### src/rtl/handshake_fifo_pkg.sv
// Shared sizing helpers for handshake_fifo: pointer width, occupancy width
// and the wrap-around pointer increment used for non-power-of-two depths.
package handshake_fifo_pkg;

    function automatic int ptr_width(input int depth);
        return (depth <= 2) ? 1 : $clog2(depth);
    endfunction

    function automatic int count_width(input int depth);
        return $clog2(depth + 1);
    endfunction

    // Explicit compare keeps the wrap correct when depth is not a power of two.
    function automatic int unsigned ptr_inc(input int unsigned ptr, input int unsigned depth);
        return (ptr == depth - 1) ? 0 : ptr + 1;
    endfunction

endpackage

### src/rtl/handshake_if.sv
// Generic valid/ready channel, typed by its payload. A word moves on every
// rising clock edge where valid & ready; the source holds data stable while valid & !ready.
interface handshake_if #(
    parameter type T = logic [31:0]
);
    logic valid;
    logic ready;
    T     data;

    modport receiver (input valid, input data, output ready);
    modport sender   (output valid, output data, input ready);
endinterface

### src/rtl/handshake_fifo_mem.sv
// DEPTH x DATA_WIDTH register array with one synchronous write port and
// one asynchronous read port; contents are never reset.
module handshake_fifo_mem #(
    parameter int DATA_WIDTH = 32,
    parameter int DEPTH      = 4,
    parameter int ADDR_W     = 2
) (
    input  logic                  clk,
    input  logic                  we,
    input  logic [ADDR_W-1:0]     waddr,
    input  logic [DATA_WIDTH-1:0] wdata,
    input  logic [ADDR_W-1:0]     raddr,
    output logic [DATA_WIDTH-1:0] rdata
);

    logic [DATA_WIDTH-1:0] mem [DEPTH];

    always_ff @(posedge clk) begin
        if (we) begin
            mem[waddr] <= wdata;
        end
    end

    assign rdata = mem[raddr];

endmodule

### src/rtl/handshake_fifo.sv
// First-word-fall-through FIFO between two handshake_if channels.
// Define HANDSHAKE_FIFO_COUNT_EN to expose the occupancy register on port count.
module handshake_fifo
    import handshake_fifo_pkg::*;
#(
    parameter int DATA_WIDTH = 32,
    parameter int DEPTH      = 4
) (
    input  logic clk,
    input  logic rst_n,
    handshake_if.receiver receiver,
    handshake_if.sender   sender
`ifdef HANDSHAKE_FIFO_COUNT_EN
    ,
    output logic [count_width(DEPTH)-1:0] count
`endif
);

    localparam int PTR_W = ptr_width(DEPTH);
    localparam int CNT_W = count_width(DEPTH);

    logic [PTR_W-1:0] wr_ptr;
    logic [PTR_W-1:0] rd_ptr;
    logic [CNT_W-1:0] occupancy;
    logic             push;
    logic             pop;
    logic             full;
    logic             empty;

    // ready/valid come only from the occupancy register, so neither side
    // ever sees a combinational path from the other.
    assign full           = (occupancy == CNT_W'(DEPTH));
    assign empty          = (occupancy == '0);
    assign receiver.ready = !full;
    assign sender.valid   = !empty;
    assign push           = receiver.valid && !full;
    assign pop            = sender.ready && !empty;

    always_ff @(posedge clk) begin
        if (!rst_n) begin
            wr_ptr    <= '0;
            rd_ptr    <= '0;
            occupancy <= '0;
        end else begin
            if (push) begin
                wr_ptr <= PTR_W'(ptr_inc(32'(wr_ptr), $unsigned(DEPTH)));
            end
            if (pop) begin
                rd_ptr <= PTR_W'(ptr_inc(32'(rd_ptr), $unsigned(DEPTH)));
            end
            if (push && !pop) begin
                occupancy <= occupancy + 1'b1;
            end else if (pop && !push) begin
                occupancy <= occupancy - 1'b1;
            end
        end
    end

    handshake_fifo_mem #(
        .DATA_WIDTH (DATA_WIDTH),
        .DEPTH      (DEPTH),
        .ADDR_W     (PTR_W)
    ) u_mem (
        .clk   (clk),
        .we    (push),
        .waddr (wr_ptr),
        .wdata (receiver.data),
        .raddr (rd_ptr),
        .rdata (sender.data)
    );

`ifdef HANDSHAKE_FIFO_COUNT_EN
    assign count = occupancy;
`endif

endmodule

### src/flat_wrapper.sv
// flat-port wrapper written by rule: the top's interface ports become plain ports
module handshake_fifo_flat import handshake_fifo_pkg::*;
#(
    parameter int DATA_WIDTH = 32,
    parameter int DEPTH      = 4
)
  (clk, rst_n, receiver_valid, receiver_data, receiver_ready, sender_valid, sender_data, sender_ready);
  handshake_if #(.T(logic [(32)-1:0])) receiver_i ();
  handshake_if #(.T(logic [(32)-1:0])) sender_i ();
  input  logic clk;
  input  logic rst_n;
  input wire logic [$bits(receiver_i.valid)-1:0] receiver_valid;
  input wire logic [$bits(receiver_i.data)-1:0] receiver_data;
  output wire logic [$bits(receiver_i.ready)-1:0] receiver_ready;
  output wire logic [$bits(sender_i.valid)-1:0] sender_valid;
  output wire logic [$bits(sender_i.data)-1:0] sender_data;
  input wire logic [$bits(sender_i.ready)-1:0] sender_ready;
  assign receiver_i.valid = receiver_valid;
  assign receiver_i.data = receiver_data;
  assign receiver_ready = receiver_i.ready;
  assign sender_valid = sender_i.valid;
  assign sender_data = sender_i.data;
  assign sender_i.ready = sender_ready;
  handshake_fifo #(.DATA_WIDTH(DATA_WIDTH), .DEPTH(DEPTH)) u_core (.clk(clk), .rst_n(rst_n), .receiver(receiver_i), .sender(sender_i));
endmodule
### config.mk
export PLATFORM = sky130hd
export DESIGN_NAME = handshake_fifo_flat
export DESIGN_NICKNAME = d
export VERILOG_FILES = /design/src/rtl/handshake_fifo_pkg.sv /design/src/rtl/handshake_if.sv /design/src/rtl/handshake_fifo_mem.sv /design/src/rtl/handshake_fifo.sv /design/src/flat_wrapper.sv
export SDC_FILE = /design/constraint.sdc
export NUM_CORES = 1
export LEC_CHECK = 0
export CORE_MARGIN = 2
export CORE_UTILIZATION = 36
export DETAILED_ROUTE_END_ITERATION = 12
export GPL_ROUTABILITY_DRIVEN = 0
export GPL_TIMING_DRIVEN = 0
export SLEW_MARGIN = 20
export SYNTH_ARGS = -nofsm -noshare
export SYNTH_HDL_FRONTEND = slang
export SYNTH_SLANG_ARGS = --single-unit
export TNS_END_PERCENT = 10
### constraint.sdc
create_clock -name clk -period 2.9 [get_ports clk]
set_clock_uncertainty 0.1 [all_clocks]
set_input_delay 0.58 -clock clk [delete_from_list [all_inputs] [get_ports clk]]
set_output_delay 0.58 -clock clk [all_outputs]
set_load 0.01 [all_outputs]
# Word-level counts from Yosys, hierarchy flattened
# Memory sizes are Yosys's and may differ from the RTL's. A register that Yosys moved wholly into a read port is not among the register bits.
# Cells that the tools add are included.
# word_totals
reg_bits	7
ramBits	128
inputBits	36
output_inout_bits	34
elab_cells	29
mem_count	1
# memory_table
memory	depth	width	read_ports	rd_ports_with_merged_regs	wr	line_no	rtl
u_core.u_mem.mem	4	32	1	1	1	handshake_fifo_mem.sv:16	logic [DATA_WIDTH-1:0] mem [DEPTH];
# op_classes
n_addsub	4
eq_ne	3
muxes	8
n_reduce_logical	10
# ops
op	count
$mux W2	4
$mux W3	2
$add A2 B1 Y2 const B	2
$eq A2 B2 Y1 const B	2
$logic_and A1 B1 Y1	4
$logic_not A1 Y1	4
$add A3 B1 Y3 const B	1
$eq A3 B3 Y1 const B	1
$logic_not A3 Y1	1
$sub A3 B1 Y3 const B	1
$mux W1	2
$reduce_bool A2 Y1	1

# Longest topological paths before layout
# Gate-level depths: netlist (run 1).
# logic_depth
ltp_word	7
ltp_mapped	9
mapped_depth_nobuf	8

# Hierarchy
# Synthesis (run 1) repeated with hierarchy kept, for this count alone.
# hier_totals
hier_cells	211
hier_area_um2	5077.4
# by_module_without_submodules
mod	n_inst	cells_per_inst	area_each_um2	seq_area_each_um2
handshake_fifo_mem	1	171	4689.5	3843.7
handshake_fifo	1	40	387.9	140.1

# Worst setup path after synthesis (run 1)
# OpenSTA, ideal clock, no wires.
# synth_timing
path_kind	register to register
start	reg u_core.occupancy[0]
end	reg u_core.occupancy[2]
setup_time_ns	0.076
arrival_ns	2.126
required_time_ns	2.724
slack_ns	0.598
stages_incl_launch_ff	8
path_buffers	0
synth_period_minus_slack_ns	2.302
path_cell_list	dfxtp_1 o31ai_1 ha_1 inv_1 fa_1 xor2_1 or3_2 a21boi_0
# synth_via
elab_chain_cells	6
word_cells_on_any_way	15
classes_between	add/sub (2); eq/ne (1); mux (2); reduce/logical (10)
# synth_lines
item	line_no	rtl
start: declaration	handshake_fifo.sv:24	logic [CNT_W-1:0] occupancy;
start signal: assignment	handshake_fifo.sv:52	occupancy <= occupancy + 1'b1;
start signal: assignment	handshake_fifo.sv:54	occupancy <= occupancy - 1'b1;
branches (longest 6 deep; another with $sub A3 B1 Y3)	--	
# Parallel ways; which one is timed is not known. The select of a mux whose other input is x is not followed.
# A chain may end at the register's enable or synchronous reset.

==> reports/results.tsv, run 1 <==
stage	metric	value	unit
status	outcome	completed	
cells_and_area	layout cells sized above 1	22.57	%
place	input/output buffers	69	
power	LEAKAGE	2.181	nW
drt	Vias per Instance	4.800	
global_route	number of global-route vias before repair	2563	
sta	count of endpoints failing hold in the final timing report	0	
worst_setup_path	Buf/Inv on CP	3	
worst_setup_path	Startpoint Class	flop	
worst_setup_path	Worst path max stage delay	0.54	ns
sta	Fin Setup TNS	0	ns
global_route	first-pass GRT wire length	13570	microns
synthesis	Async SR Flop Fraction	0	%
worst_setup_path	crit-path cells	clkbuf_4 -> buf_8 -> mux4_2 -> clkdlybuf4s50_1	
cells_and_area	fin area	0.006656	sq mm
place	Detail Placement HPWL	5112	microns
worst_setup_path	CP Capture Type	output pin	
drt	drt wl/cell	17.55	microns
die	Die X	123.0	microns
drt	DRT Pass-1 Iters	4	
clock_tree	Num CTS Buffers	17	
cells_and_area	Cell Count, Final, Fillers Out	499	
synthesis	Synth Flop Type	edfxtp_1	
die	Die Ht	123.0	microns
worst_setup_path	Crit Path Class	flop to output pin	
synthesis	Post-Synthesis Cells	218	
synthesis	most common cell in the netlist	edfxtp_1	
clock_tree	cts hold-fix bufs	0	
place	DP Area	0.006011	sq mm
sta	Hold WS	0.4170	ns
die	I/O Pins	70	
worst_setup_path	Slowest cell on crit path	mux4_2	
sta	Worst-Margin Slew	0.9099	ns
cells_and_area	final-stage net count	349	
drt	antenna viol nets, final	0	
global_route	initial antenna violation count	0	
drt	Routed WL	8757	microns
sta	Final Cycle Share	97.00	%
worst_setup_path	WP data arrival	2.13	ns
synthesis	flops & latches, synth	137	
clock_tree	Setup Buffers After CTS	0	
sta	minimum clock period	2.813	ns
die	CORE AREA	0.01383	sq mm
clock_tree	H-tree depth	4	
die	Starting Density	36.85	%
synthesis	yosys synthesis warning count	0	
die	num rows	43	
global_route	total track usage	12.74	%
cells_and_area	Fill cells	1132	
synthesis	Mean Syn Cell Area	23.37	sq um
sta	fin. max-slew vios	0	
clock_tree	Clock Tree Buf Depth	2	
synthesis	Synth area leader	edfxtp_1	
min_path	HP Class	flop to flop	
clock_tree	CTS sink count	137	
worst_setup_path	largest fanout on the critical path	10	
synthesis	EDFF count, synth	128	
place	Placed Cells	467	
sta	relative slew slack	39.34	%
synthesis	syn nets	261	
drt	via count	2395	
cells_and_area	Antenna Cells	0	
drt	initial DRC count	190	
sta	Max Fclk	0.3555	GHz
sta	unrepaired setup endpoints after global routing	yes	
global_route	largest net degree at the start of global routing	33	
clock_tree	clk slew on worst S/H paths	0.05	ns
synthesis	Synth Cell Area	0.005095	sq mm
synthesis	Seq/Total Area, Yosys	78.98	%
worst_setup_path	worst endpoint required time	2.22	ns
synthesis	ranking of synthesized cells by area	edfxtp_1 75%, mux4_2 14%, dfxtp_1 3.5%	
global_route	grt total ovfl	0	
clock_tree	CTS tree	built	
sta	final-report setup violation count	0	
power	peak supply drop	0.0004312	V
power	PD cells	924.7	mW/mm^2
die	Die Area	0.01512	sq mm
clock_tree	clock root buffer	clkbuf_16	
synthesis	synth unique cells	28	
synthesis	Yosys top cell area share	75.44	%
power	Power Total	6.155	mW
drt	DRC violations left	0	
cells_and_area	Area Overhead vs Synth	30.65	%
synthesis	Post-synth top cells	128 x edfxtp_1, 32 x mux4_2, 9 x dfxtp_1	
worst_setup_path	CP delay by family, top	buffers and inverters	
clock_tree	insertion delay to the later sink of the worst-skew pair	0.41	ns
run	Max Cap Viol	0	
-- placed cells by master, fill, tap and decap left out, types with 2 or more instances in the layout --
cell type        instances
clkbuf_1                 5
o21ai_0                  3
edfxtp_1               128
clkinv_1                 3
ha_1                     6
buf_2                    3
bufinv_16                5
and3_2                   4
or3_2                    2
clkdlybuf4s50_1         69
buf_8                    3
mux2i_1                  2
dfxtp_1                  9
nor2_1                   2
nand3_1                  2
clkbuf_16               17
mux4_2                  32
inv_1                    3
clkinv_2                 3
nand2_1                  5
-- layout make-up --
cell class / count / area [sq um] / area share (%)
timing repair buffer: 69 / 690.7 / 10.38
tap: 180 / 225.2 / 3.383
sequential: 137 / 4024 / 60.45
buffer: 9 / 82.58 / 1.241
clock buffer: 21 / 440.4 / 6.617
inverter: 3 / 11.26 / 0.1692
clock inverter: 11 / 176.4 / 2.650
multi-input combinational: 69 / 1006 / 15.11
-- cell families after synthesis --
| kind of cell | share of synthesized area (%) |
|---|---|
| flip-flops | 78.98 |
| multiplexers | 14.54 |
| AND/OR/NAND/NOR | 2.309 |
| buffers and inverters | 1.277 |
| adder cells (fa/ha/maj) | 1.866 |
| AO/OA/AOI/OAI | 0.6876 |
| XOR/XNOR | 0.3439 |
-- worst reg2reg max path: cells and delay by family (launching register included) --
kind                     cells  cell delay (ns)
AO/OA/AOI/OAI                2             0.70
XOR/XNOR                     1             0.18
adder cells (fa/ha/maj)      2             0.65
buffers and inverters        1             0.06
flip-flops                   1             0.36
AND/OR/NAND/NOR              1             0.41
-- path summary, 6_finish.rpt --
path,startpoint,endpoint,slack (ns),depth (start not counted)
max reg2reg,u_core.occupancy[0],u_core.occupancy[2],0.38,7
min reg2reg,u_core.occupancy[2],u_core.occupancy[2],0.42,2
max,flop,sender_data[25],0.09,4
min,u_core.occupancy[2],u_core.occupancy[2],0.42,2
-- through the flow --
stage	worst slack [ns]	util (%)
after floorplan	0.5982	-
after global placement	0.09152	43.47
after detailed placement	0.05938	43.47
after CTS	-0.03036	47.96
after global routing	-0.006377	48.14
final	0.08708	48.14
-- repair_timing --
action | in CTS | in global routing
endpoints found under the hold margin | 0 | 0
resized for setup | 3 | 7
endpoints found under the setup margin | 30 | 30
-- where the power goes --
part	leakage (nW)	switching [mW]	internal, mW
clock	0.301	0.736	1.51
combinational	0.632	0.619	0.809
sequential	1.25	0.0722	2.41
-- registers in the layout, summed over array words and instances, names as in the netlist, named ones only --
name,count
u_core.rd_ptr,2
u_core.u_mem.mem,128
u_core.wr_ptr,2
u_core.occupancy,3
-- layer usage --
metal | track usage, % | up-vias | wire [microns]
met5 | 0 | - | 0
li1 | - | 1089 | -
met1 | 15.52 | 1228 | 3902
met2 | 20.27 | 61 | 4264
met3 | 4.474 | 17 | 395
met4 | 6.178 | 0 | 195
Power figures use the tool's default switching activity.
==> run 2: changes to the inputs <==
- CORE_ASPECT_RATIO: not set -> 0.5
- CORE_MARGIN: 2 -> 4
- PLACE_DENSITY: not set -> 0.61
==> reports/results.tsv, run 2 (synthesis gave the netlist of run 1 again) <==
stage	metric	value	unit	change
status	outcome	completed		
drt	DRC violations left	0		unchanged
place	input/output buffers	69		unchanged
power	Power Total	6.194	mW	+0.63%
die	I/O Pins	70		unchanged
clock_tree	cts hold-fix bufs	0		unchanged
cells_and_area	leading cell type in the layout, fill and taps excluded	edfxtp_1		
global_route	number of global-route vias before repair	2689		+4.9%
global_route	initial antenna violation count	0		unchanged
clock_tree	insertion delay to the later sink of the worst-skew pair	0.40	ns	about the same
cells_and_area	max reg flops	128		unchanged
clock_tree	clock root buffer	clkbuf_16		
global_route	grt total ovfl	0		unchanged
clock_tree	Clock Tree Buf Depth	2		unchanged
die	num rows	30		-30%
global_route	first-pass GRT wire length	14590	microns	+7.5%
power	PD cells	924.9	mW/mm^2	about the same
drt	via count	2368		-1.1%
power	power share of the combinational group	23.3	%	about the same
worst_setup_path	Crit Path Class	flop to output pin		
drt	Routed WL	9083	microns	+3.7%
worst_setup_path	CP Capture Type	output pin		
global_route	layer with the highest usage	met2		
die	CORE AREA	0.01370	sq mm	-0.91%
power	Clk pwr share	36.6	%	about the same
place	Detail Placement HPWL	5646	microns	+10%
sta	Final Cycle Share	97.42	%	+0.42 points
global_route	total track usage	11.94	%	-0.79 points
sta	Worst-Margin Slew	0.8906	ns	-0.01922 ns
place	DP Area	0.006026	sq mm	+0.25%
sta	final worst slack	0.07478	ns	-0.01229 ns
sta	Max Fclk	0.3540	GHz	-0.44%
cells_and_area	most frequent cells in the layout	128 x edfxtp_1, 67 x clkdlybuf4s50_1, 32 x mux4_2, 17 x clkbuf_16, 9 x dfxtp_1		
worst_setup_path	FF-to-FF Start	u_core.occupancy[0]		
power	Cell Int Power	4.732	mW	about the same
worst_setup_path	largest fanout on the critical path	10		unchanged
clock_tree	CTS sink count	137		unchanged
power	peak supply drop	0.0004278	V	-0.79%
die	Die Area	0.01624	sq mm	+7.4%
cells_and_area	Multi-input gate area	0.001006	sq mm	unchanged
clock_tree	H-tree depth	4		unchanged
drt	DRT Pass-1 Iters	4		unchanged
cells_and_area	Fill cells	1084		-4.2%
sta	count of endpoints failing hold in the final timing report	0		unchanged
clock_tree	clk slew on worst S/H paths	0.06	ns	about the same
die	Starting Density	37.19	%	+0.34 points
sta	final-report setup violation count	0		unchanged
worst_setup_path	WP data arrival	2.15	ns	+0.02 ns
cells_and_area	final-stage net count	349		unchanged
sta	minimum clock period	2.825	ns	+0.01229 ns
cells_and_area	fin area	0.006696	sq mm	+0.60%
global_route	met1 Usage GRT	13.78	%	-1.7 points
clock_tree	CTS tree	built		
min_path	min-delay src	u_core.wr_ptr[1]		
global_route	met3 Usage GRT	3.666	%	-0.81 points
global_route	largest net degree at the start of global routing	33		unchanged
cells_and_area	Area Overhead vs Synth	31.43	%	
power	register share of total power	40.1	%	-0.2 points
min_path	HP Class	flop to flop		
sta	fin. max-slew vios	0		unchanged
cells_and_area	Reg area	0.004024	sq mm	unchanged
sta	unrepaired setup endpoints after global routing	yes		
cells_and_area	layout cells sized above 1	24.14	%	+1.6 points
die	Die Ht	92.12	microns	-25%
cells_and_area	Antenna Cells	0		unchanged
worst_setup_path	worst endpoint required time	2.22	ns	about the same
drt	antenna viol nets, final	0		unchanged
global_route	met2 Usage GRT	20.86	%	+0.59 points
drt	initial DRC count	63		-67%
place	Setup WS pre-CTS	-0.01084	ns	-0.07023 ns
drt	Vias per Instance	4.634		-3.4%
drt	drt wl/cell	17.77	microns	+1.3%
worst_setup_path	Startpoint Class	flop		
cells_and_area	final design utilization	48.88	%	+0.74 points
power	LEAKAGE	2.206	nW	+1.2%
sta	relative slew slack	40.62	%	+1.3 points
die	Die X	176.2	microns	+43%
run	Max Cap Viol	0		unchanged
power	P_sw	1.462	mW	+2.4%
clock_tree	Num CTS Buffers	17		unchanged
power	sw frac	23.61	%	+0.41 points
cells_and_area	largest reg by FF count	u_core.u_mem.mem		
cells_and_area	largest registers	u_core.u_mem.mem x128, u_core.occupancy x3		
## run 2: worst max-delay path, stage by stage (launching register included)
cell	delay (ns)
dfxtp_1	0.31
clkbuf_4	0.20
buf_8	0.19
mux4_2	0.54
clkdlybuf4s50_1	0.50
## run 2: path summary, 6_finish.rpt
kind | to | slack [ns] | depth (start not counted)
setup reg to reg | u_core.occupancy[2] | 0.30 | 7
setup / recovery | sender_data[22] | 0.07 | 4
hold reg to reg | u_core.wr_ptr[1] | 0.41 | 2
hold / removal | u_core.wr_ptr[1] | 0.41 | 2
## run 2: metal layers
layer / vias to the layer above / part of all wire, %
met3: 7 / 3.6
met4: 0 / 0.72
met1: 1239 / 41
met5: - / 0
li1: 1090 / -
met2: 32 / 55
## run 2: per-stage QoR
stage | hold WS (ns) | instances | setup TNS, ns
global placement | 0.3752 | 479 | 0
detailed placement | 0.4075 | 479 | -0.01084
floorplan | 0.3677 | 218 | 0
CTS | 0.4150 | 511 | -0.1471
finish | 0.4129 | 511 | 0
global route | 0.4600 | 511 | -0.04996
## run 2: power groups by stage
stage	Clock (mW)	Combinational, mW	Sequential (mW)
6_report	2.27	1.44	2.48
5_1_grt	2.43	1.55	2.50
4_1_cts	2.32	1.45	2.49
3_5_place_dp	0	1.44	2.53
3_3_place_gp	0	1.40	2.51
2_1_floorplan	0	0.802	2.50
## run 2: cell type report
class,instances,share of cell area [%]
clock buffers,17,6.353
repair buffers,69,10.39
inverters,3,0.1682
plain buffers,9,1.308
multi-input cells,69,15.02
well taps,192,3.587
flip-flops and latches,137,60.09
clock inverters,15,3.083
## run 2: timing repair
action | in CTS | in global routing
setup endpoints to repair | 30 | 30
pin swaps | 0 | 0
resized for setup | 3 | 10
setup buffers | 0 | 0
